[config.mk]
export PLATFORM = sky130hd
export DESIGN_NAME = ram_lcu_row_2p_bw
export DESIGN_NICKNAME = d
export VERILOG_FILES = /design/src/rtl/ram_lcu_row_2p_bw.sv
export SDC_FILE = /design/constraint.sdc
export NUM_CORES = 2
export LEC_CHECK = 0
export CELL_PAD_IN_SITES_DETAIL_PLACEMENT = 2
export CELL_PAD_IN_SITES_GLOBAL_PLACEMENT = 2
export CORE_MARGIN = 4
export CORE_UTILIZATION = 30
export DETAILED_ROUTE_END_ITERATION = 8
export GPL_TIMING_DRIVEN = 1
export PLACE_DENSITY_LB_ADDON = 0.1
export SLEW_MARGIN = 20
export SYNTH_ARGS = -nofsm -noshare
export SYNTH_HDL_FRONTEND = slang
export SYNTH_SLANG_ARGS = --single-unit
[constraint.sdc]
create_clock -name clk -period 3.42 [get_ports clk]
set_clock_uncertainty 0.15 [all_clocks]
set_input_delay 1.026 -clock clk [delete_from_list [all_inputs] [get_ports clk]]
set_output_delay 1.026 -clock clk [all_outputs]
set_load 0.01 [all_outputs]
[src/rtl/ram_lcu_row_2p_bw.sv]
// Two-port single-clock LCU-row neighbour line buffer with per-byte write masks and a hardware clear sequencer.
// Define RAM_LCU_ROW_OUT_REG_EN to add a second output register stage per port (read latency 2).
module ram_lcu_row_2p_bw #(
    parameter int WORD_WIDTH = 32,
    parameter int ADDR_WIDTH = 6,
    parameter int BYTE_WIDTH = 8,
    parameter logic [BYTE_WIDTH-1:0] CLR_VALUE = '0
) (
    input  logic                               clk,
    input  logic                               rstn,
    input  logic                               clr_i,
    output logic                               clr_busy_o,
    input  logic                               cena_i,
    input  logic                               wena_i,
    input  logic [WORD_WIDTH/BYTE_WIDTH-1:0]   bwena_i,
    input  logic [ADDR_WIDTH-1:0]              addra_i,
    input  logic [WORD_WIDTH-1:0]              dataa_i,
    output logic [WORD_WIDTH-1:0]              dataa_o,
    output logic                               vala_o,
    input  logic                               cenb_i,
    input  logic                               wenb_i,
    input  logic [WORD_WIDTH/BYTE_WIDTH-1:0]   bwenb_i,
    input  logic [ADDR_WIDTH-1:0]              addrb_i,
    input  logic [WORD_WIDTH-1:0]              datab_i,
    output logic [WORD_WIDTH-1:0]              datab_o,
    output logic                               valb_o
);
    // state   | meaning
    // IDLE    | normal two-port access
    // CLEAR   | sequencer fills one word per cycle; port writes dropped, reads see fill word
    localparam int NB    = WORD_WIDTH / BYTE_WIDTH;
    localparam int DEPTH = 1 << ADDR_WIDTH;
    localparam logic [WORD_WIDTH-1:0] FILL = {NB{CLR_VALUE}};

    typedef enum logic {ST_IDLE, ST_CLEAR} state_e;

    state_e                  state_q, state_d;
    logic [ADDR_WIDTH-1:0]   clr_cnt_q, clr_cnt_d;
    logic                    clearing;

    logic [WORD_WIDTH-1:0]   mem_q [DEPTH];

    logic                    wr_a, wr_b, rd_a, rd_b;
    logic [NB-1:0]           lane_a, lane_b;
    logic [WORD_WIDTH-1:0]   rd_word_a, rd_word_b;
    logic [WORD_WIDTH-1:0]   dataa_q, dataa_d, datab_q, datab_d;
    logic                    vala_q, valb_q;

    always_ff @(posedge clk or negedge rstn) begin
        if (!rstn) begin
            state_q   <= ST_IDLE;
            clr_cnt_q <= '0;
        end else begin
            state_q   <= state_d;
            clr_cnt_q <= clr_cnt_d;
        end
    end

    always_comb begin
        state_d   = state_q;
        clr_cnt_d = clr_cnt_q;
        case (state_q)
            ST_IDLE: begin
                if (clr_i) begin
                    state_d   = ST_CLEAR;
                    clr_cnt_d = '0;
                end
            end
            ST_CLEAR: begin
                clr_cnt_d = clr_cnt_q + 1'b1;
                if (clr_cnt_q == '1) begin
                    state_d = ST_IDLE;
                end
            end
            default: state_d = ST_IDLE;
        endcase
    end

    always_comb begin
        clearing = (state_q == ST_CLEAR);
    end

    assign clr_busy_o = clearing;

    assign wr_a   = ~cena_i & ~wena_i & ~clearing;
    assign wr_b   = ~cenb_i & ~wenb_i & ~clearing;
    assign rd_a   = ~cena_i & wena_i;
    assign rd_b   = ~cenb_i & wenb_i;
    assign lane_a = {NB{wr_a}} & ~bwena_i;
    assign lane_b = {NB{wr_b}} & ~bwenb_i;

    // Port A lanes are applied last so they win a same-address collision.
    always_ff @(posedge clk) begin
        if (clearing) begin
            mem_q[clr_cnt_q] <= FILL;
        end else begin
            for (int k = 0; k < NB; k++) begin
                if (lane_b[k]) begin
                    mem_q[addrb_i][k*BYTE_WIDTH +: BYTE_WIDTH] <= datab_i[k*BYTE_WIDTH +: BYTE_WIDTH];
                end
                if (lane_a[k]) begin
                    mem_q[addra_i][k*BYTE_WIDTH +: BYTE_WIDTH] <= dataa_i[k*BYTE_WIDTH +: BYTE_WIDTH];
                end
            end
        end
    end

    // Write-first: a read sees lanes the other port writes to the same address this cycle.
    always_comb begin
        rd_word_a = mem_q[addra_i];
        rd_word_b = mem_q[addrb_i];
        for (int k = 0; k < NB; k++) begin
            if (lane_b[k] && (addrb_i == addra_i)) begin
                rd_word_a[k*BYTE_WIDTH +: BYTE_WIDTH] = datab_i[k*BYTE_WIDTH +: BYTE_WIDTH];
            end
            if (lane_a[k] && (addra_i == addrb_i)) begin
                rd_word_b[k*BYTE_WIDTH +: BYTE_WIDTH] = dataa_i[k*BYTE_WIDTH +: BYTE_WIDTH];
            end
        end
        if (clearing) begin
            rd_word_a = FILL;
            rd_word_b = FILL;
        end
    end

    assign dataa_d = rd_a ? rd_word_a : dataa_q;
    assign datab_d = rd_b ? rd_word_b : datab_q;

    always_ff @(posedge clk or negedge rstn) begin
        if (!rstn) begin
            dataa_q <= '0;
            datab_q <= '0;
            vala_q  <= 1'b0;
            valb_q  <= 1'b0;
        end else begin
            dataa_q <= dataa_d;
            datab_q <= datab_d;
            vala_q  <= rd_a;
            valb_q  <= rd_b;
        end
    end

`ifdef RAM_LCU_ROW_OUT_REG_EN
    logic [WORD_WIDTH-1:0] dataa2_q, datab2_q;
    logic                  vala2_q, valb2_q;

    always_ff @(posedge clk or negedge rstn) begin
        if (!rstn) begin
            dataa2_q <= '0;
            datab2_q <= '0;
            vala2_q  <= 1'b0;
            valb2_q  <= 1'b0;
        end else begin
            dataa2_q <= vala_q ? dataa_q : dataa2_q;
            datab2_q <= valb_q ? datab_q : datab2_q;
            vala2_q  <= vala_q;
            valb2_q  <= valb_q;
        end
    end

    assign dataa_o = dataa2_q;
    assign datab_o = datab2_q;
    assign vala_o  = vala2_q;
    assign valb_o  = valb2_q;
`else
    assign dataa_o = dataa_q;
    assign datab_o = datab_q;
    assign vala_o  = vala_q;
    assign valb_o  = valb_q;
`endif

endmodule
---- After elaboration in Yosys (flattened, before gate mapping) ----
Memories as Yosys holds them, arrays and structs flattened.
Cells that the tools add are included.
storage, ports and cells
  output and inout port bits .............. 67
  logic and storage cells ................. 80
  bits in latches ......................... 0
  register bits ........................... 73
  memories ................................ 1
  ROM bits ................................ 0
  RAM bits ................................ 2048
cells by class
  shift operators ......................... 0
  equal/unequal tests ..................... 4
  muxes and demuxes ....................... 44
  div/mod/pow operators ................... 0
  add/sub/neg operators ................... 1
  reduce and logical (&&, ||, !) cells .... 9
  $lt $le $gt $ge ......................... 0
  $mul .................................... 0
  bitwise gates (word level) .............. 15
memories
  name   words  width  rd ports  clocked after memory_dff  wr ports  line  text
  mem_q  64     32     2         0                         2         41    logic [WORD_WIDTH-1:0] mem_q [DEPTH];
operators by type and width
  operator                                       count
  two-way mux 32 bit                             3
  two-way mux 8 bit                              8
  OR reduction 32 bit                            1
  two-way mux 1 bit                              28
  equality test 6 bit                            2
  two-way mux 6 bit                              2
  one-hot mux 6 bit (2 select lines)             1
  bitwise AND 4 bit                              2
  logical AND 1 bit                              8
  inverter 4 bit                                 2
  adder 6 x 1 -> 6 bit (second input constant)   1
  bitwise AND 1 bit                              6
  equality test 6 bit (second input constant)    1
  inverter 1 bit                                 5
  two-way mux 4 bit                              1
  inequality test 2 bit (second input constant)  1
  one-hot mux 1 bit (2 select lines)             1

---- Logic depth before layout (Yosys ltp) ----
  depth in word-level cells ............... 9
  depth in mapped cells ................... 12

---- Worst setup path after synthesis ----
Ideal clock, no wire load.
  kind .................................... input to register
  start point ............................. in cenb_i
  end point ............................... mem mem_q[24][10], enable pin
  buffers on the path ..................... 4
  path slack .............................. -0.223 ns
  arrival ................................. 3.117 ns
  stages .................................. 10
  data required time ...................... 2.894 ns
  path through ............................ or3_1 -> buf_2 -> a41oi_2 -> buf_4 -> buf_4 -> buf_4 -> nand3_1 -> o31ai_2 -> nand2_2 -> o22ai_1
RTL lines
  element             line  text
  start: declaration  20    input logic cenb_i,
  end: declaration    41

---- Final worst setup path ----
  start point ............................. in addrb_i[0]
  end point ............................... reg datab_q[22], in the netlist datab_o[22]
on the way
  word-level cells in the longest chain between the ends .. 4
  elaborated cells on any way between the ends .. 5
  classes of those cells .................. eq/ne (1); mux (2); reduce/logical (1); memory (1)
RTL lines
  element                                                       line  text
  start: declaration                                            23    input logic [ADDR_WIDTH-1:0] addrb_i,
  branches (longest 2 deep; another with memory (64 x 32 bit))  n/a
  two-way mux 8 bit (*)                                         116   if (lane_a[k] && (addra_i == addrb_i)) begin
  two-way mux 32 bit (*)                                        120   if (clearing) begin
  end signal: assignment                                        137   datab_q <= datab_d;
  end: declaration                                              46    logic [WORD_WIDTH-1:0] dataa_q, dataa_d, datab_q, datab_d;
Every way passes the cells marked *.
A chain may end at the register's enable or synchronous reset.

==> results.md <==
* Outcome: complete, but fails checks
* Failing checks: setup timing
* Detail Route Antenna Nets at 0
* Row count at 234
* Port Buffers at 157
* Period utilization at 101.7%
* Synth cell types at 79
* Worst path max stage delay at 0.85 ns
* CP required at 4.05 ns
* Via density per instance at 6.404
* Layout cell share with drive strength beyond 1 at 27.83%
* Min Clock Period, post-route at 3.480 ns
* Area Growth Syn to Fin at 28.74%
* Top delay family on crit path: compound AO/OA/AOI/OAI gates
* Crit path capture type: flop
* Ys Warns at 0
* Starting density of the core at 30.16%
* I/O pin cnt at 158
* Post-synth EDFFs at 2,048
* Critical Path AT at 4.11 ns
* CP bufs+invs at 4
* Worst skew pair latency at 0.96 ns
* HP Start: dataa_i[13]
* Number of vias after detailed routing at 117,099
* Clk buf depth at 4
* Core area at 407,000 sq um
* Final worst slack at -0.05973 ns
* Seq/Total Area, Yosys at 51.59%
* First-pass GRT wire length at 1,051,000 um
* Wire length per cell at 43.03 um
* TritonRoute pass-1 iters at 9
* #FFs+latches synth at 2,121
* Initial antenna violation count at 68
* Async SR Flop Fraction at 3.442%
* Post-synthesis cell count at 11,386
* Critical-path cell list: buf_8 > buf_12 > buf_12 > mux4_2 > a22oi_1 > a21oi_1 > buf_4 > or4_1
* Peak VDD IR at 0.3675 mV
* GRT Overall Usage at 36.34%
* Pint at 53,730 uW
* Initial drt markers at 15,950
* Worst r2r src: clr_busy_o$_DFF_PN0_
* Dpl cells at 17,757
* Leakage at 0.05498 uW
* Critical path class: in2reg
* Vias in the first global route at 116,315
* Worst setup SP type: input pin
* CP startpoint: addrb_i[0]
* Sequential share of power at 40.0%
* Syn Nets at 11,478
* Final hold vios at 0
* GP Congestion at 0.9662
* Worst Tran Pin Value at 1.189 ns
* Slew HR at 20.41%
* Synthesized area at 122,700 sq um
* Die Y at 647.6 um
* Total Power at 79,010 uW
* H-tree depth at 5
* # DRC at 0
* Worst-path clk slew at 0.06 ns
* Pin count of the biggest net entering global routing at 66
* Placed inst area at 148,700 sq um
* CTS Buf Count at 280
* # clock sinks at 2,121
* Hold WC Path Type: in2reg
* Crit path top cell by count: buf_12
* CTS tree: yes
* Switching power total at 25,280 uW
* Cell Pwr Density at 500.0 nW/um^2
* Commonest non-fill, non-tap cell in the layout: nand2_1
* Die Area at 419,400 sq um
* Final net count at 12,710
* Final Max Slew Viols at 0
* Total grt overflow at 0
* Post-synth top flop: edfxtp_1
* Hold slack at 0.3799 ns
* DP HPWL at 581,000 um
* Crit Path Max Fanout at 24
* Mean cell area of the mapped netlist at 10.78 sq um
* Layout Cells excl Fill at 18,284
* Gate power share at 21.8%
* Root Driver: clkbuf_16
* Sw frac at 32.00%
* Die X at 647.6 um
* Clock network power share at 38.2%
* Setup WS pre-CTS at -1.437 ns
* Highest-delay cell along the critical path: a22oi_1
* Post-route cell area at 158,000 sq um
* Commonest non-fill, non-tap cells in the layout: nand2_1, o21ai_0, edfxtp_1
* Final setup fails at 56
* RSZ-0062 raised after global routing: false
* Fmax at 0.2874 GHz
* WL final at 786,700 um
* # Max-Cap Violations at 0
-- power groups by stage --
stage,registers [uW],logic (uW),clock network [uW]
finish,31600,17200,30200
global route,31700,17300,31400
CTS,31600,16800,30500
detailed placement,32100,16600,0
global placement,32000,16400,0
floorplan,31100,6420,0
-- cell usage after synthesis, types with 36 or more instances --
master    number  area [sq um]
buf_2        313          1567
nor2_1       348          1306
nor2b_1       38         237.7
a221oi_1     178          1559
nand2_1     2335          8765
edfxtp_1    2048         61500
mux2i_1      568          5685
a21oi_1      144         720.7
a221o_1       37         370.4
clkbuf_1     857          3217
nand3_1       96         480.5
a22oi_1      357          2680
mux2_2       151          1700
nor3_1        63         315.3
nand2b_1      36         225.2
o22ai_1      328          2052
dfrtp_1       73          1827
and3_1        41         256.5
a211oi_1      48         360.4
buf_4         76         570.6
o21ai_0     2208         11050
mux4_2       557         12540
-- worst min-delay path: cells and delay by family --
family	cells	cell delay, ns
AND/OR/NAND/NOR	1	0.07
buffers and inverters	1	0.21
AO/OA/AOI/OAI	1	0.06
-- stage by stage --
| stage | util, % | setup TNS (ns) |
|---|---|---|
| 2_1_floorplan | - | -226.68 |
| 3_3_place_gp | 36.54 | -3520.77 |
| 3_5_place_dp | 36.55 | -3403.30 |
| 4_1_cts | 38.79 | -0.002302 |
| 5_1_grt | 38.82 | 0 |
| 6_report | 38.83 | -0.7250 |
-- cell families (layout without fill, tap and decap cells) --
| logic type | after synthesis | count (layout) | share of synthesized area (%) |
|---|---|---|---|
| muxes | 1277 | 1277 | 16.25 |
| adders and majority gates | 1 | 1 | 0.01019 |
| xor gates and xnor gates | 10 | 10 | 0.07136 |
| buffers and inverters | 1309 | 2760 | 4.597 |
| DFF | 2121 | 2121 | 51.59 |
| other | 0 | 19 | 0 |
| AOI/OAI and AO/OA | 3615 | 3615 | 17.49 |
| and+or+nand+nor | 3053 | 3053 | 9.987 |
-- path summary, 6_finish.rpt --
kind,slack (ns),depth (start not counted),to
min,0.38,3,mem_q[30][13]$_DFFE_PP_
min in group asynchronous,0.43,2,vala_o$_DFF_PN0_
max in group asynchronous,1.88,3,datab_o[20]$_DFFE_PN0P_
max,-0.06,8,datab_o[22]$_DFFE_PN0P_
min reg2reg,0.50,2,datab_o[13]$_DFFE_PN0P_
max reg2reg,-0.02,9,mem_q[42][23]$_DFFE_PP_
-- final cells by class --
class                   instances  area (sq um)
fillers                     42202        249000
flip-flops and latches       2121         63330
multi-input cells            7956         55790
repair buffers               2237         23020
clock buffers                 356          7565
well taps                    5428          6792
clock inverters               145          1356
inverters                      22         97.59
diodes                         19         47.55
-- flip-flops by register name, indices dropped and copies added, names as in the netlist --
| name | flops |
|---|---|
| datab_o | 32 |
| dataa_o | 32 |
| valb_o | 1 |
| mem_q | 2048 |
| clr_busy_o | 1 |
| clr_cnt_q | 6 |
| vala_o | 1 |
-- metal layers --
metal / global-route usage, % / part of all wire, % / wire [um] / vias to the layer above
li1: - / - / - / 45804
met1: 47.81 / 40 / 313000 / 62643
met2: 56.70 / 45 / 351900 / 6874
met3: 6.136 / 8.6 / 67500 / 1738
met4: 20.38 / 6.8 / 53870 / 40
met5: 0.3776 / 0.062 / 486 / -
-- repair_timing --
action | CTS | global route
buffers inserted | 5 | 1
resized for setup | 32 | 15
hold buffers | 1 | 0
endpoints found under the hold margin | 19 | 0
pin swaps | 3 | 1
cloned | 0 | 0
setup endpoints to repair | 1761 | 107
(Power assumes the default switching activity.)
